--- src/rtl/api_reader.sv ---
// Read-side host command decoder: parses READ_MEM / READ_REG headers from the inbound
// byte stream and returns SDRAM words or a 32-bit register through the outbound stream.
module api_reader #(
  parameter logic [7:0] CMD_READ_MEM = 8'd2,
  parameter logic [7:0] CMD_READ_REG = 8'd4,
  parameter logic [7:0] FILL_BYTE    = 8'h00
) (
  input  logic        clk_i,
  input  logic        reset_n_i,
  output logic        ram_req_o,
  output logic        ram_we_o,
  output logic [1:0]  ram_wm_o,
  output logic [21:0] ram_address_o,
  input  logic [15:0] ram_data_read_i,
  input  logic        ram_busy_i,
  input  logic [31:0] rd_reg_i,
  output logic [3:0]  rd_reg_addr_o,
  input  logic [7:0]  rd_data_i,
  input  logic        rd_valid_i,
  output logic        rd_ready_o,
  output logic [7:0]  wr_data_o,
  input  logic        wr_valid_i,
  output logic        wr_ready_o,
  input  logic        start_i
);

  typedef enum logic [2:0] {
    S_CMD, S_ADDR, S_FETCH, S_WAIT, S_SEND, S_REG_LATCH, S_SEND_REG, S_IDLE_FILL
  } state_e;

  state_e      state_q, state_d;
  logic [7:0]  cmd_q, cmd_d;
  logic [1:0]  byte_cnt_q, byte_cnt_d;
  logic [21:0] address_q, address_d;
  logic        hi_sel_q, hi_sel_d;
  logic [15:0] word_buf_q, word_buf_d;
  logic [31:0] reg_buf_q, reg_buf_d;
  logic [3:0]  rd_reg_addr_q, rd_reg_addr_d;
  logic        rd_ready_q, rd_ready_d;
  logic        wr_ready_q, wr_ready_d;
  logic [7:0]  wr_data_q, wr_data_d;
  logic        ram_req_q, ram_req_d;
  logic        busy_q;

  logic rd_acc, wr_req, is_mem, is_reg;

  assign rd_acc = rd_valid_i && !rd_ready_q;
  assign wr_req = wr_valid_i && !wr_ready_q;
  assign is_mem = (cmd_q == CMD_READ_MEM);
  assign is_reg = (cmd_q == CMD_READ_REG);

  always_comb begin
    state_d       = state_q;
    cmd_d         = cmd_q;
    byte_cnt_d    = byte_cnt_q;
    address_d     = address_q;
    hi_sel_d      = hi_sel_q;
    word_buf_d    = word_buf_q;
    reg_buf_d     = reg_buf_q;
    rd_reg_addr_d = rd_reg_addr_q;
    wr_data_d     = wr_data_q;
    rd_ready_d    = 1'b0;
    wr_ready_d    = 1'b0;
    ram_req_d     = 1'b0;

    if (start_i) begin
      state_d = S_CMD;
    end else begin
      // Inbound bytes are always acked; only CMD/ADDR give them meaning.
      rd_ready_d = rd_acc;
      case (state_q)
        S_CMD: begin
          if (rd_acc) begin
            cmd_d      = rd_data_i;
            byte_cnt_d = 2'd0;
            state_d    = S_ADDR;
          end
          if (wr_req) begin
            wr_ready_d = 1'b1;
            wr_data_d  = FILL_BYTE;
          end
        end
        S_ADDR: begin
          if (rd_acc) begin
            byte_cnt_d = byte_cnt_q + 2'd1;
            case (byte_cnt_q)
              2'd0: if (is_mem) address_d[21:15] = rd_data_i[6:0];
              2'd1: if (is_mem) address_d[14:7] = rd_data_i;
              default: begin
                if (is_mem) {address_d[6:0], hi_sel_d} = rd_data_i;
                if (is_reg) rd_reg_addr_d = rd_data_i[3:0];
                byte_cnt_d = 2'd0;
                state_d    = is_mem ? S_FETCH : (is_reg ? S_REG_LATCH : S_IDLE_FILL);
              end
            endcase
          end
          if (wr_req) begin
            wr_ready_d = 1'b1;
            wr_data_d  = FILL_BYTE;
          end
        end
        S_FETCH: begin
          if (!ram_busy_i) begin
            ram_req_d = 1'b1;
            state_d   = S_WAIT;
          end
        end
        S_WAIT: begin
          // Data is valid on the cycle busy drops after having been seen high.
          if (busy_q && !ram_busy_i) begin
            word_buf_d = ram_data_read_i;
            state_d    = S_SEND;
          end
        end
        S_SEND: begin
          if (wr_req) begin
            wr_ready_d = 1'b1;
            if (!hi_sel_q) begin
              wr_data_d = word_buf_q[7:0];
              hi_sel_d  = 1'b1;
            end else begin
              wr_data_d = word_buf_q[15:8];
              hi_sel_d  = 1'b0;
              address_d = address_q + 22'd1;
              state_d   = S_FETCH;
            end
          end
        end
        S_REG_LATCH: begin
          // rd_reg lags rd_reg_addr by a cycle, so sample on the second cycle here.
          if (byte_cnt_q == 2'd0) begin
            byte_cnt_d = 2'd1;
          end else begin
            reg_buf_d  = rd_reg_i;
            byte_cnt_d = 2'd0;
            state_d    = S_SEND_REG;
          end
        end
        S_SEND_REG: begin
          if (wr_req) begin
            wr_ready_d = 1'b1;
            wr_data_d  = reg_buf_q[{byte_cnt_q, 3'b000} +: 8];
            byte_cnt_d = byte_cnt_q + 2'd1;
            if (byte_cnt_q == 2'd3) state_d = S_IDLE_FILL;
          end
        end
        S_IDLE_FILL: begin
          if (wr_req) begin
            wr_ready_d = 1'b1;
            wr_data_d  = FILL_BYTE;
          end
        end
        default: state_d = S_CMD;
      endcase
    end
  end

  always_ff @(posedge clk_i) begin
    if (!reset_n_i) begin
      state_q       <= S_CMD;
      cmd_q         <= 8'h00;
      byte_cnt_q    <= 2'd0;
      address_q     <= 22'd0;
      hi_sel_q      <= 1'b0;
      word_buf_q    <= 16'h0000;
      reg_buf_q     <= 32'h0;
      rd_reg_addr_q <= 4'd0;
      rd_ready_q    <= 1'b0;
      wr_ready_q    <= 1'b0;
      wr_data_q     <= FILL_BYTE;
      ram_req_q     <= 1'b0;
      busy_q        <= 1'b0;
    end else begin
      state_q       <= state_d;
      cmd_q         <= cmd_d;
      byte_cnt_q    <= byte_cnt_d;
      address_q     <= address_d;
      hi_sel_q      <= hi_sel_d;
      word_buf_q    <= word_buf_d;
      reg_buf_q     <= reg_buf_d;
      rd_reg_addr_q <= rd_reg_addr_d;
      rd_ready_q    <= rd_ready_d;
      wr_ready_q    <= wr_ready_d;
      wr_data_q     <= wr_data_d;
      ram_req_q     <= ram_req_d;
      busy_q        <= ram_busy_i;
    end
  end

  assign ram_req_o     = ram_req_q;
  assign ram_we_o      = 1'b0;
  assign ram_wm_o      = 2'b00;
  assign ram_address_o = address_q;
  assign rd_reg_addr_o = rd_reg_addr_q;
  assign rd_ready_o    = rd_ready_q;
  assign wr_ready_o    = wr_ready_q;
  assign wr_data_o     = wr_data_q;

endmodule
--- config.mk ---
export PLATFORM = sky130hd
export DESIGN_NAME = api_reader
export DESIGN_NICKNAME = d
export VERILOG_FILES = /design/src/rtl/api_reader.sv
export SDC_FILE = /design/constraint.sdc
export NUM_CORES = 1
export LEC_CHECK = 0
export CAP_MARGIN = 20
export CORE_MARGIN = 3
export CORE_UTILIZATION = 30
export DETAILED_ROUTE_END_ITERATION = 10
export GPL_ROUTABILITY_DRIVEN = 0
export HOLD_SLACK_MARGIN = 0.02
export PLACE_DENSITY = 0.54
export SLEW_MARGIN = 20
export SYNTH_ARGS = -nofsm -noshare
export SYNTH_HDL_FRONTEND = slang
export SYNTH_SLANG_ARGS = --single-unit
--- constraint.sdc ---
create_clock -name clk_i -period 2.6 [get_ports clk_i]
set_input_delay 0.52 -clock clk_i [delete_from_list [all_inputs] [get_ports clk_i]]
set_output_delay 0.52 -clock clk_i [all_outputs]
set_load 0.02 [all_outputs]
==> metrics.md, run 1 <==
| Metric | Value |
|---|---|
| Setup crit end kind | register |
| Vias in the first global route | 4,388 |
| Synth top area share | 0.4079 |
| Total power | 3323 uW |
| Fin cells | 893 |
| WP data required | 2.89 ns |
| Clk pin slew, worst setup/hold paths | 0.07 ns |
| Remaining antenna violation count after routing | 0 |
| #FFs+latches synth | 100 |
| Setup_tns | 0 ns |
| CTS tree | built |
| Total Routing Usage GR | 0.1568 |
| P per Cell Area | 515.4 mW/mm^2 |
| Total grt overflow | 0 |
| First-pass GRT wire length | 22,670 um |
| Vias per Instance | 5.096 |
| Later-pin clock latency in the skew report | 0.36 ns |
| Outcome | completed |
| Synth Flop Type | dfxtp_1 |
| DRT Wirelength | 13,960 um |
| Crit path to | state_q[0] |
| Synthesized area | 0.004908 sq mm |
| Layout cells sized above 1 | 0.08124 |
| RSZ-0062 raised after global routing | false |
| Clock sink total | 100 |
| Top Ports | 102 |
| Max-Cap Viols | 0 |
| WP depth | 7 |
| Slowest CP cell | or4_1 |
| Via count | 4,551 |
| Worst-path fanout max | 11 |
| DRT iter0 DRCs | 433 |
| PortBufs | 98 |
| Starting density of the core | 0.3079 |
| Die width | 133.9 um |
| Peak Freq | 482.9 MHz |
| Antenna violations before repair | 0 |
| Worst path bufs/invs | 1 |
| Critical path arrival | 2.36 ns |
| Crit path launch | byte_cnt_q[0] |
| Largest net degree at the start of global routing | 56 |
| # diodes | 0 |
| Leading area contributor after synthesis | dfxtp_1 |
| Worst Setup Path Type | register to register |
| Nets | 739 |
| Period Utilization, post-route | 0.7965 |
| WL/cell | 15.63 um |
| Post-synth cell types | 63 |
| Worst r2r src | byte_cnt_q[0] |
| Minimum clock period | 2.071 ns |
| Cells along the critical path | buf_4 > ha_1 > nor2_1 > o221ai_1 > o31a_1 > or4_1 > a21oi_1 |
| First-pass DRT Iterations | 5 |
| Least-Margin Pin Slew | 0.6796 ns |
| # H-tree levels | 3 |
| Ys async rst share | 0 |
| Max_slew headroom | 0.5452 |
| Dpl cells | 877 |
| Synthesized instance count | 584 |
| HPWL Detailed | 10,080 um |
| Worst vdd ir | 0.3014 mV |
| Height of the die | 133.9 um |
| Area grow syn2layout | 31.35% |
| Setup repair bufs after CTS | 0 |
| Path depth of the worst reg2reg path | 7 |
| Slew Viols, Final | 0 |
| Post-synth EDFFs | 0 |
| Cts repair resizes | 0 |
| Hold buffers post-CTS | 0 |
| Reg-to-reg endpoint | state_q[0] |
| Clk_skew | 0.003642 ns |
| Most frequent cells in the layout | nand2_1 (100), dfxtp_1 (100), clkdlybuf4s50_1 (98) |
| Final Hold Vio Count | 0 |
| HP Class | register to register |
| FP Rows | 46 |
| Ys Warns | 0 |
| Syn_area_per_cell | 8.405 sq um |
| Worst-case clock buffer depth | 2 |
| Die Area | 0.01793 sq mm |
| Core box area | 0.01594 sq mm |
| Sequential fraction of the synthesis area | 0.4079 |
| Number of remaining DRC errors | 0 |
| Num CTS Buffers | 9 |
| Type of origin of the critical path | register |
| Clock root cell | clkbuf_16 |
| Setup violators final | 0 |
| Setup slack, reg-to-reg | 0.53 ns |
| Critical path's largest stage delay | 0.54 ns |
| Top delay family on crit path | simple AND/OR/NAND/NOR gates |
| LEAKAGE | 0.002366 uW |
| Main area contributors after synthesis | dfxtp_1 (41%), nand2_1 (7.6%), mux2i_1 (7.5%), a21oi_1 (7.3%), nor2_1 (5.0%) |
-- sequential cells by signal (all words and copies together) (netlist names), 2 cells and up --
| name | flops |
|---|---|
| byte_cnt_q | 2 |
| ram_address_o | 22 |
| state_q | 3 |
| rd_reg_addr_o | 4 |
| cmd_q | 8 |
| word_buf_q | 16 |
| reg_buf_q | 32 |
| wr_data_o | 8 |
-- metrics by stage --
step,instance area [sq um],utilization,worst slack (ns),hold WS (ns)
2_1_floorplan,4916,-,0.4464,0.4331
3_3_place_gp,6140,0.3851,0.3387,0.4406
3_5_place_dp,6140,0.3851,0.3017,0.4475
4_1_cts,6447,0.4044,0.5388,0.4575
5_1_grt,6447,0.4044,0.3982,0.4766
6_report,6447,0.4044,0.5292,0.4547
-- final cells by class --
cell class	count	area, sq um
fill	1610	9495
inverter	8	30.03
timing repair buffer	117	1149
tap	216	270.3
clock inverter	6	68.82
multi-input combinational	436	2689
sequential	100	2002
clock buffer	10	239.0
-- worst register-to-register path: stages (launching register included) --
cell and delay [ns]:
dfxtp_1 0.34, buf_4 0.21, ha_1 0.25, nor2_1 0.19, o221ai_1 0.16, o31a_1 0.17, or4_1 0.54, a21oi_1 0.15
-- cells by family (layout without fill, tap and decap cells) --
family                     count (synthesis)  after routing  share of synthesized area
AOI/OAI and AO/OA                        148            148                     0.1891
buffers and inverters                     50            141                    0.04767
DFF                                      100            100                     0.4079
other                                      1              3                  0.0007640
and+or+nand+nor                          235            235                     0.2297
adders and majority gates                  5              5                    0.01275
muxes                                     45             45                     0.1122
-- worst min-delay path by stage --
| stage | to | cells past startpoint | from |
|---|---|---|---|
| 6_report | reg_buf_q[1] | 2 | reg_buf_q[1] |
| 5_1_grt | reg_buf_q[20] | 2 | reg_buf_q[20] |
| 4_1_cts | reg_buf_q[23] | 2 | reg_buf_q[23] |
| 3_5_place_dp | reg_buf_q[23] | 2 | reg_buf_q[23] |
| 3_3_place_gp | reg_buf_q[1] | 2 | reg_buf_q[1] |
| 2_1_floorplan | reg_buf_q[16] | 2 | reg_buf_q[16] |
-- Yosys cell counts, types with 3 or more instances --
master and instances:
dfxtp_1 100, nand2_1 100, a21oi_1 72, nor2_1 65
mux2i_1 37, clkbuf_1 22, buf_2 13, a211oi_1 12
nand3_1 12, o21ai_1 10, mux4_2 8, nand2b_1 8
nor2b_1 7, o32ai_1 7, buf_4 6, inv_1 6
nand4_1 6, o31a_1 6, a21o_1 5, ha_1 5
nand4b_1 5, o21ai_0 5, o31ai_1 5, a31oi_1 4
and2_1 4, and4_1 4, o22ai_1 3
-- power by group --
| part | leakage (uW) | internal, uW | switching, uW |
|---|---|---|---|
| Clock | 0.000150 | 781 | 617 |
| Sequential | 0.000808 | 1550 | 21.1 |
| Combinational | 0.00141 | 176 | 173 |
-- metal layers --
metal	part of all wire	vias to the layer above	GRT usage
met5	0	-	0
met4	0.017	0	0.05486
met3	0.045	13	0.03076
met2	0.46	122	0.2462
met1	0.48	2161	0.2156
li1	-	2255	-
(Power assumes the default switching activity.)
==> inputs of run 2 (changes only) <==
clock period = 2 ns   (was 2.6 ns; I/O delays follow)
==> run 2 against run 1 <==
Non-clock buffer count increased by 24; register-to-register slack got worse by 0.41 ns; via count increased by 2.8%; core utilization increased by 1.5 points; critical path depth decreased by 5; total power increased by 30%; first-iteration DRC count decreased by 7.4%; sequential share of layout area decreased by 1.0 points; hold slack improved by 0.0019 ns; die area unchanged; combinational power increased by 41%; routed wire length increased by 2.2%; critical path type is now register to output pin; largest cell class unchanged; largest power group unchanged.
==> metrics.md, run 2 (same netlist as run 1, synthesis figures left out) <==
| Metric | Value |
|---|---|
| Setup violators final | 0 |
| Height of the die | 133.9 um |
| First-pass GRT wire length | 22,760 um |
| Flop pwr share | 0.474 |
| Layout cells sized above 1 | 0.1187 |
| Clk_skew | 0.007802 ns |
| WL/cell | 15.59 um |
| Hold Path Origin | reg_buf_q[26] |
| Outcome | completed |
| Total Routing Usage GR | 0.1560 |
| Worst r2r src | state_q[0] |
| Number of remaining DRC errors | 0 |
| FP Rows | 46 |
| Path depth of the worst reg2reg path | 6 |
| Fin cells | 915 |
| Top Ports | 102 |
| HP Class | register to register |
| Remaining antenna violation count after routing | 0 |
| Clk pin slew, worst setup/hold paths | 0.07 ns |
| Setup crit end kind | output pin |
| Worst-case clock buffer depth | 2 |
| Net Sw Power | 1067 uW |
| Starting density of the core | 0.3079 |
| Slew Viols, Final | 0 |
| Clock sink total | 100 |
| Int Power | 3249 uW |
| Design Area, Final | 0.006683 sq mm |
| DRT Wirelength | 14,270 um |
| Final core occ | 0.4192 |
| Max-Cap Viols | 0 |
| Later-pin clock latency in the skew report | 0.35 ns |
| # diodes | 0 |
| Commonest non-fill, non-tap cell in the layout | nand2_1 |
| WL met1 | 6772 um |
| Area grow syn2layout | 36.15% |
| First-pass DRT Iterations | 5 |
| DP Area | 0.006365 sq mm |
| Dpl cells | 900 |
| CTS tree | built |
| Via count | 4,678 |
| Cells along the critical path | buf_4 > clkdlybuf4s50_1 |
| Hold Path End | reg_buf_q[26] |
| HPWL Detailed | 10,340 um |
| Largest register FFs | 32 |
| LEAKAGE | 0.002498 uW |
| Hold buffers post-CTS | 0 |
| DR top layer | met4 |
| WP data required | 1.60 ns |
| Clk network pwr share | 0.411 |
| Most frequent cells in the layout | nand2_1 (100), clkdlybuf4s50_1 (98), dfxtp_1 (97) |
| Critical path arrival | 1.50 ns |
| Hold Slack | 0.4566 ns |
| RSZ-0062 raised after global routing | false |
| Num CTS Buffers | 9 |
| Top delay family on crit path | buffers and inverters |
| Vias in the first global route | 4,454 |
| P per Cell Area | 646.0 mW/mm^2 |
| Largest Register | reg_buf_q |
| Reg-to-reg endpoint | state_q[0] |
| Peak Freq | 525.4 MHz |
| Worst Setup Path Type | register to output pin |
| PortBufs | 98 |
| Routed wl met3 | 662 um |
| Die Area | 0.01793 sq mm |
| Clock root cell | clkbuf_16 |
| Worst path bufs/invs | 2 |
| Comb power frac | 0.114 |
| Antenna violations before repair | 0 |
| Worst Hold Depth | 2 |
| Worst vdd ir | 0.4564 mV |
| Largest net degree at the start of global routing | 59 |
| Type of origin of the critical path | register |
| Setup slack, reg-to-reg | 0.12 ns |
| Period Utilization, post-route | 0.9517 |
| Sw frac | 0.2472 |
| Total grt overflow | 0 |
| Worst-path fanout max | 6 |
| Slowest CP cell | clkdlybuf4s50_1 |
| Die width | 133.9 um |
| Vias per Instance | 5.113 |
| DRT iter0 DRCs | 401 |
| Minimum clock period | 1.903 ns |
| Core box area | 0.01594 sq mm |
| DR WL met2 | 6593 um |
| Final Hold Vio Count | 0 |
| Critical path's largest stage delay | 0.60 ns |
| Nets | 763 |
| # H-tree levels | 3 |
| Setup_tns | 0 ns |
==> run 2: timing repair <==
item / 4_1_cts / 5_1_grt
setup buffers: 0 / 1
setup endpoints to repair: 0 / 15
gates resized for setup: 0 / 7
==> run 2: cell type report <==
type	count	area, sq um
clock buffer	9	225.2
fill	1577	9260
tap	216	270.3
multi-input combinational	436	2710
timing repair buffer	141	1379
sequential	100	2006
inverter	8	30.03
clock inverter	5	62.56
==> run 2: worst max path at each step <==
stage / startpoint / endpoint / slack [ns] / cells past startpoint
floorplan: ram_address_o[0] / ram_address_o[20] / 0.002 / 6
global placement: rd_valid_i / ram_address_o[10] / -0.11 / 7
detailed placement: wr_valid_i / state_q[0] / -0.18 / 6
CTS: ram_address_o[0] / ram_address_o[20] / 0.04 / 6
global route: byte_cnt_q[1] / state_q[0] / 0.02 / 7
finish: ram_address_o[2] / ram_address_o[2] / 0.1 / 2
==> run 2: per-layer routing <==
metal  up-vias  track usage
li1       2298            -
met1      2246       0.2191
met2       116       0.2434
met3        18      0.02588
met4         0      0.05429
met5         -            0
==> run 2: worst reg2reg max path, delay by kind of cell (launching register included) <==
kind | cells | cell delay (ns)
compound gates | 3 | 0.57
flops | 1 | 0.37
buf+inv | 2 | 0.33
simple gates | 1 | 0.55
==> run 2: power by group through the flow <==
stage,clock (uW),sequential (uW),combinational [uW]
2_1_floorplan,0,2110,211
3_3_place_gp,0,2090,490
3_5_place_dp,0,2090,493
4_1_cts,1810,2050,495
5_1_grt,1890,2050,532
6_report,1780,2050,493
==> run 2: metrics by stage <==
step	worst slack, ns	total power (uW)
after floorplan	0.001712	2317
after CTS	0.03516	4354
after global routing	0.01513	4480
after detailed placement	-0.1751	2586
after global placement	-0.1129	2583
final	0.09665	4317
==> inputs of run 3 (changes only) <==
CTS_CLUSTER_SIZE = 10   (was not set)
==> results of run 3 <==
The final DEF is identical to that of run 2; final timing and power are the same.
==> RTL edit (settings of run 1) <==
`reg_buf_q` no longer has a reset.
--- a/src/rtl/api_reader.sv
+++ b/src/rtl/api_reader.sv
@@ -163,7 +163,6 @@
       address_q     <= 22'd0;
       hi_sel_q      <= 1'b0;
       word_buf_q    <= 16'h0000;
-      reg_buf_q     <= 32'h0;
       rd_reg_addr_q <= 4'd0;
       rd_ready_q    <= 1'b0;
       wr_ready_q    <= 1'b0;
@@ -177,7 +176,6 @@
       address_q     <= address_d;
       hi_sel_q      <= hi_sel_d;
       word_buf_q    <= word_buf_d;
-      reg_buf_q     <= reg_buf_d;
       rd_reg_addr_q <= rd_reg_addr_d;
       rd_ready_q    <= rd_ready_d;
       wr_ready_q    <= wr_ready_d;
@@ -187,6 +185,10 @@
     end
   end
 
+  always_ff @(posedge clk_i) begin
+    reg_buf_q <= reg_buf_d;
+  end
+
   assign ram_req_o     = ram_req_q;
   assign ram_we_o      = 1'b0;
   assign ram_wm_o      = 2'b00;
Function: same outputs for any inputs over 4 cycles, from zero or initial values and one cycle with reset_n_i low; that may be too few to reach the edited logic, so the function may still have changed.
==> RTL edit against run 1 <==
  * Total power rose by 0.24%
  * Synthesized area fell by 0.43%
  * Die area fell by 0.41%
  * Sequential cell count did not move
  * Final area fell by 0.47%
  * Routed wire length fell by 7.0%
  * Clock power fell by 7%
  * Worst setup slack got worse by 26 ps
  * Critical path type is now in -> reg
  * Largest cell class unchanged
  * Highest routed layer unchanged
==> RTL edit: results (changes against run 1) <==
Critical path
  • Crit path DAT: 2340 ps (-20 ps)
  • Reg-to-reg startpoint: state_q[0]
  • R2r worst-path depth: 5 (-2)
  • Worst-path maximum fanout: 9 (-2)
  • Reg2reg setup slack: 570 ps (+40 ps)
  • RR Endpoint: ram_address_o[11]

Global route
  • Global-route wire length before repair: 21100 um (-6.8%)
  • Initial antenna violation count: 0 (unchanged)
  • Pin count of the biggest net entering global routing: 52 (-7.1%)
  • GRT Total Usage: 0.149 (-0.00808)
  • Vias in the first global route: 4051 (-7.7%)

Route
  • Iter 0 DRT Violations: 166 (-62%)
  • DR WL/cell: 16.5 um (+5.8%)
  • Total iterations of the first detailed-routing run: 5 (unchanged)
  • Vias per std cell: 5.14 (+0.91%)

Synthesis
  • Most common library cells after synthesis: dfxtp_1 (68), nand2_1 (48), nor2b_1 (38)
  • Main synth FF type: dfxtp_1
  • Synthesized area per cell: 10.4 um^2 (+24%)
  • Synth area leaders: dfxtp_1 (28%), edfxtp_1 (20%), mux2i_1 (7.6%), nor2b_1 (4.9%), mux4_2 (3.7%)
  • Mapped Area: 4890 um^2 (-0.43%)
  • EDFF count, synth: 32 (+32)
  • Seq/Total Area, Yosys: 0.475 (+0.0673)
  • Synth warn: 0 (unchanged)

Timing
  • Worst hold slack: 486 ps (+31.6 ps)
  • Worst slew pin tran: 707 ps (+27.5 ps)
  • Worst Setup Slack, final: 503 ps (-26.1 ps)
  • Clk_skew: 8.43 ps (+4.79 ps)

Layout
  • Layout Nets: 631 (-15%)
  • Share of layout cells above drive strength 1: 0.104 (+0.0224)
  • # diodes: 0 (unchanged)
  • Final cell count without fillers: 785 (-12%)
  • Reg with most FFs: reg_buf_q

Clocking
  • Root Driver: clkbuf_16
  • Post-CTS Setup Bufs: 0 (unchanged)
  • Worst-path clk slew: 70 ps (about the same)
  • PostCTS Resize Cnt: 0 (unchanged)
  • Clk buf depth: 2 (unchanged)
  • Clk Latency, worst-skew pair: about 350 ps

Min path
  • WHS Endpoint: ram_address_o[1]
  • Hold WC Path Type: reg -> reg
  • Hold_sp: ram_address_o[1]

Power and ir drop
  • Peak supply drop: 332 uV (+10%)
  • Switching Share: 0.252 (+0.00773)
  • LEAKAGE: 2.39 nW (+0.84%)

Job
  • Max-cap viol count: 0 (unchanged)

Place
  • I/O Buffers: 98 (unchanged)
  • Place WS: 127 ps (-174 ps)
  • Post-DP Area: 6140 um^2 (about the same)
  • Placed cells: 769 (-12%)
  • Detailed placement HPWL: 9430 um (-6.4%)

Status
  • Outcome: finished, final reports clean
-- RTL edit: logic make-up after synthesis --
group / share of synthesized area
compound gates: 0.172
xor+xnor: 0.00179
fa+ha+maj: 0.0128
buf+inv: 0.0356
flops: 0.475
mux: 0.113
other cells: 0.000767
simple gates: 0.189
-- RTL edit: power by group through the flow --
stage | sequential [mW] | combinational (mW) | clock (mW)
after floorplan | 1.70 | 0.181 | 0
after global placement | 1.69 | 0.370 | 0
after detailed placement | 1.69 | 0.373 | 0
after CTS | 1.65 | 0.374 | 1.34
after global routing | 1.66 | 0.403 | 1.40
final | 1.66 | 0.371 | 1.30
-- RTL edit: final cells by class --
cell class	count	area [um^2]
fill	1614	9470
multi-input combinational	335	2400
sequential	100	2320
timing repair buffer	115	1130
tap	216	270
clock buffer	9	225
clock inverter	7	56.3
inverter	3	11.3
-- RTL edit: metal layers --
layer | routed length (um) | global-route usage | part of all wire | up-vias
met1 | 5690 | 0.188 | 0.44 | 1926
met5 | 0 | 0 | 0 | -
li1 | - | - | - | 1938
met2 | 6160 | 0.240 | 0.47 | 148
met3 | 803 | 0.0457 | 0.062 | 25
met4 | 324 | 0.0543 | 0.025 | 0
-- RTL edit: critical path, stage by stage --
cell and delay, ps:
clkdlybuf4s50_1 450, nor2b_1 220, nand4_1 240, a221oi_4 510
a21oi_1 150, a31o_2 240
-- RTL edit: worst max-delay path by stage --
stage | start | endpoint | cells after the start
after floorplan | byte_cnt_q[1] | reg_buf_q[0] | 5
after global placement | wr_valid_i | ram_address_o[12] | 6
after detailed placement | wr_valid_i | ram_address_o[11] | 6
after CTS | wr_valid_i | ram_address_o[11] | 6
after global routing | wr_valid_i | ram_address_o[11] | 6
final | wr_valid_i | ram_address_o[11] | 6
